--- src/rtl/fec_conv_encoder.sv ---
// rtl/fec_conv_encoder.sv - rate-1/2 K=7 convolutional encoder (G1=171, G2=133) with ping-pong block buffers
// Option: FEC_TAILBITE_EN selects tail-biting preload; undefined gives zero-start encoding.
module fec_conv_encoder #(
    parameter int BLOCK_LEN = 96
) (
    input  logic Clock,
    input  logic Reset,
    input  logic Enable,
    input  logic DataInValid,
    input  logic DataIn,
    output logic DataInReady,
    output logic DataOutValid,
    output logic DataOutX,
    output logic DataOutY,
    output logic BlockStart,
    output logic BlockEnd
);
    localparam int IW = $clog2(BLOCK_LEN);

    typedef enum logic [1:0] {ST_IDLE, ST_LOAD, ST_ENCODE} state_t;

    logic [BLOCK_LEN-1:0] buf_q [2];
    logic [1:0]           full_q, full_d;
    logic                 wr_sel_q, rd_sel_q;
    logic [IW-1:0]        wr_idx_q, rd_idx_q;
    state_t               state_q;
    logic [5:0]           s_q, s_load;
    logic                 x_q, y_q, valid_q, start_q, end_q;
    logic                 accept, wr_last, rd_last, u, x_d, y_d;

    assign DataInReady  = Reset & Enable & ~full_q[wr_sel_q];
    assign accept       = DataInValid & DataInReady;
    assign wr_last      = (wr_idx_q == IW'(BLOCK_LEN - 1));
    assign rd_last      = (state_q == ST_ENCODE) && (rd_idx_q == IW'(BLOCK_LEN - 1));

    // s[0] holds the most recent previous input bit, s[5] the oldest
    assign u   = buf_q[rd_sel_q][rd_idx_q];
    assign x_d = u ^ s_q[0] ^ s_q[1] ^ s_q[2] ^ s_q[5];
    assign y_d = u ^ s_q[1] ^ s_q[2] ^ s_q[4] ^ s_q[5];

    always_comb begin
        s_load = '0;
`ifdef FEC_TAILBITE_EN
        for (int k = 0; k < 6; k++) begin
            s_load[k] = buf_q[rd_sel_q][BLOCK_LEN-1-k];
        end
`endif
    end

    // Set and clear target different buffers, so both may land on one edge
    always_comb begin
        full_d = full_q;
        if (accept && wr_last) full_d[wr_sel_q] = 1'b1;
        if (Enable && rd_last) full_d[rd_sel_q] = 1'b0;
    end

    always_ff @(posedge Clock) begin
        if (accept) buf_q[wr_sel_q][wr_idx_q] <= DataIn;
    end

    always_ff @(posedge Clock or negedge Reset) begin
        if (!Reset) begin
            full_q   <= '0;
            wr_sel_q <= 1'b0;
            rd_sel_q <= 1'b0;
            wr_idx_q <= '0;
            rd_idx_q <= '0;
            state_q  <= ST_IDLE;
            s_q      <= '0;
            x_q      <= 1'b0;
            y_q      <= 1'b0;
            valid_q  <= 1'b0;
            start_q  <= 1'b0;
            end_q    <= 1'b0;
        end else if (Enable) begin
            full_q <= full_d;
            if (accept) begin
                if (wr_last) begin
                    wr_sel_q <= ~wr_sel_q;
                    wr_idx_q <= '0;
                end else begin
                    wr_idx_q <= wr_idx_q + IW'(1);
                end
            end
            valid_q <= 1'b0;
            start_q <= 1'b0;
            end_q   <= 1'b0;
            x_q     <= 1'b0;
            y_q     <= 1'b0;
            case (state_q)
                ST_IDLE: begin
                    if (full_q[rd_sel_q]) state_q <= ST_LOAD;
                end
                ST_LOAD: begin
                    s_q      <= s_load;
                    rd_idx_q <= '0;
                    state_q  <= ST_ENCODE;
                end
                ST_ENCODE: begin
                    x_q     <= x_d;
                    y_q     <= y_d;
                    valid_q <= 1'b1;
                    start_q <= (rd_idx_q == '0);
                    end_q   <= rd_last;
                    s_q     <= {s_q[4:0], u};
                    if (rd_last) begin
                        rd_sel_q <= ~rd_sel_q;
                        state_q  <= full_q[~rd_sel_q] ? ST_LOAD : ST_IDLE;
                    end else begin
                        rd_idx_q <= rd_idx_q + IW'(1);
                    end
                end
                default: state_q <= ST_IDLE;
            endcase
        end
    end

    assign DataOutValid = valid_q & Enable;
    assign DataOutX     = x_q;
    assign DataOutY     = y_q;
    assign BlockStart   = start_q;
    assign BlockEnd     = end_q;
endmodule
--- config.mk ---
export PLATFORM = sky130hd
export DESIGN_NAME = fec_conv_encoder
export DESIGN_NICKNAME = d
export VERILOG_FILES = /design/src/rtl/fec_conv_encoder.sv
export SDC_FILE = /design/constraint.sdc
export NUM_CORES = 1
export LEC_CHECK = 0
export CORE_UTILIZATION = 39
export CTS_BUF_LIST = sky130_fd_sc_hd__clkbuf_16
export DETAILED_ROUTE_END_ITERATION = 7
export PLACE_DENSITY = 0.63
export SKIP_LAST_GASP = 1
export SYNTH_ARGS = -nofsm -noshare
export SYNTH_HDL_FRONTEND = slang
export SYNTH_SLANG_ARGS = --single-unit
--- constraint.sdc ---
create_clock -name Clock -period 7.65 [get_ports Clock]
set_input_delay 2.295 -clock Clock [delete_from_list [all_inputs] [get_ports Clock]]
set_output_delay 2.295 -clock Clock [all_outputs]
set_load 0.01 [all_outputs]
==> key figures <==
Critical path
  – Critical Path AT: 3.92 ns
  – Critical Path Start Type: input port
  – WS Path Type: input port to output pin
  – WP data required: 5.36 ns
  – Setup crit end kind: output pin
  – Crit-path max FO: 16

Route
  – Vias per cell: 5.41
  – WL/cell: 19.5 um
  – Via count: 6000
  – DRT iter0 DRCs: 456
  – DRT Pass-1 Iters: 5
  – Drt drc: 0
  – Antenna viol nets, final: 0
  – Final wirelength: 21.7 mm

Yosys
  – Largest family of logic cells by synthesized area: simple AND/OR/NAND/NOR gates
  – Simple-gate area share of the yosys netlist: 13.2%
  – Synth top area cells: edfxtp_1 (57%), mux4_2 (7.8%), nor2_1 (7.8%)
  – Mapped Cells: 779
  – Area leader, netlist: edfxtp_1
  – Yosys reg bits: 223
  – Synth Area in Compound Gates: 4.01%
  – Top FF cell, synth: edfxtp_1
  – Seq/Total Area, Yosys: 64.4%
  – Syn. warnings: 0
  – Avg Inst Size Synth: 13.0 um2
  – EDFF count, synth: 192
  – Syn_nets: 792
  – Synth Area in Adders: 0.985%
  – Asr flop ratio synth: 13.9%
  – Synth cell types: 52
  – Mapped Area: 0.0102 mm2
  – Synth Area in XOR/XNOR: 1.47%
  – Most common library cells after synthesis: nor2_1 (210), edfxtp_1 (192), nand2_1 (57)
  – Post-synth top area share: 56.7%
  – Most numerous cell in the Yosys netlist: nor2_1
  – Multiplexer share of the synthesized area: 12.6%

Global route
  – Total track usage: 17.0%
  – First-pass GRT wire length: 34.2 mm
  – GRT overflow: 0
  – Vias in the first global route: 5961
  – Largest net degree at the start of global routing: 102
  – Initial antenna violation count: 0

Timing
  – Endpoints failing setup: 0
  – Minimum hold slack: 0.481 ns
  – Final Critical Period: 6.21 ns
  – Maximum clock rate: 0.161 GHz
  – Setup TNS: 0 ns
  – Final slew viol count: 0
  – Worst-margin pin slew: 0.948 ns
  – Hold Vio Cnt, Final: 0
  – RSZ-0062 raised after global routing: no
  – Crit share post-route: 81.2%
  – Clock Skew: 0.0136 ns
  – Max-slew headroom: 36.8%

CTS
  – CTS Buf Count: 25
  – Clk slew on worst S/H paths: 0.06 ns
  – Clk_lat worst skew: 0.52 ns
  – Hold buffers post-CTS: 0
  – Post-CTS Setup Inserts: 0
  – H-tree lvl count: 1
  – CTS tree: yes
  – CTS sink cnt: 223
  – Root buffer cell: clkbuf_16
  – Clock buffer depth: 3
  – CTS resizes: 0

Placed design
  – GP Congestion: 0.771
  – Detailed Place HPWL: 13.1 mm
  – Port buffer count: 10

Run status
  – Status: finished clean

Finish
  – Ant diodes: 0
  – Share of cells above drive strength 1: 13.2%
  – NumNets Final: 774
  – Syn-to-layout area delta: 10.5%

Floorplan
  – Die footprint: 0.0267 mm2
  – Initial Util: 40.0%
  – Core box area: 0.0254 mm2
  – Core Rows: 58
  – Die W: 163 um
  – Die Ht: 163 um
  – I/O pins: 11

Power and ir drop
  – Pwr Density: 241 mW/mm2
  – Peak VDD IR: 0.128 mV
  – Leak: 3.53 nW

Worst hold path
  – Hold crit path type: flop to flop

Run
  – Max-Cap Viols: 0
[power by group]
part	internal (W)	switching, W	total (W)
clock network	0.000693	0.000468	0.00116
registers	0.00134	0.0000302	0.00137
logic	0.0000348	0.000149	0.000184
total	0.00206	0.000648	0.00271
[critical path, stage by stage]
cell	delay, ns
clkdlybuf4s50_1	0.82
and3_1	0.26
clkdlybuf4s50_1	0.53
[state kept, by name, summed over array words and instances, names as in the netlist]
name / cells
rd_sel_q: 1
full_q: 2
valid_q: 1
rd_idx_q: 7
buf_q: 192
s_q: 6
DataOutY: 1
DataOutX: 1
state_q: 2
BlockStart: 1
wr_sel_q: 1
wr_idx_q: 7
BlockEnd: 1
[through the flow]
stage / utilization, % / setup WS (ns) / std cells / instance area [um2] / power (W)
global route: 44.2 / 1.34 / 1109 / 11200 / 0.00279
floorplan: - / 2.61 / 779 / 10200 / 0.00149
global placement: 41.1 / 1.43 / 1064 / 10400 / 0.00157
finish: 44.2 / 1.44 / 1109 / 11200 / 0.00271
CTS: 44.2 / 1.43 / 1109 / 11200 / 0.00273
detailed placement: 41.1 / 1.43 / 1064 / 10400 / 0.00158
[logic make-up after synthesis]
logic type / Yosys count
AND/OR/NAND/NOR: 326
flip-flops: 223
multiplexers: 78
buffers and inverters: 73
AO/OA/AOI/OAI: 54
XOR/XNOR: 17
adder cells (fa/ha/maj): 8
[area by class of cell]
cell class / instances / area [um2]
Fill cell: 2338 / 14200
Clock buffer: 25 / 626
Timing Repair Buffer: 16 / 143
Inverter: 12 / 45.0
Tap cell: 330 / 413
Clock inverter: 20 / 168
Multi-Input combinational cell: 483 / 3290
Sequential cell: 223 / 6550
[layout by cell type (no fill, tap or decap), types with 5 or more instances in the layout]
cell type	synthesis	routed
a21oi_1	6	6
and3_1	5	5
buf_4	1	7
clkbuf_16	0	25
clkdlybuf4s50_1	0	9
clkinv_1	1	5
clkinv_2	0	5
dfrtp_1	31	29
edfxtp_1	192	192
ha_1	8	8
inv_1	10	17
mux2_2	19	19
mux2i_1	17	17
mux4_2	35	35
nand2_1	57	57
nand2b_1	5	5
nand3_1	21	21
nor2_1	210	210
nor2b_1	10	10
nor3_1	6	6
o21ai_0	13	13
o22ai_1	6	6
xnor2_1	9	9
xor2_1	8	8
[final timing paths]
kind	from	end	slack, ns	depth (start not counted)
max	Enable	DataInReady	1.44	3
min	s_q[3]	s_q[3]	0.48	2
max reg2reg	rd_sel_q	DataOutX	4.09	9
min reg2reg	s_q[3]	s_q[3]	0.48	2
max in group asynchronous	Reset	rd_sel_q	5.15	2
min in group asynchronous	Reset	wr_idx_q[5]	2.17	2
[routing by layer]
layer,up-vias,global-route usage (%),wire length [um]
met5,-,0,0
met4,0,5.56,527
met2,139,27.5,10500
met1,3048,23.7,9560
met3,40,2.03,1080
li1,2773,-,-
Note: power is estimated with default switching activity, not from simulation.
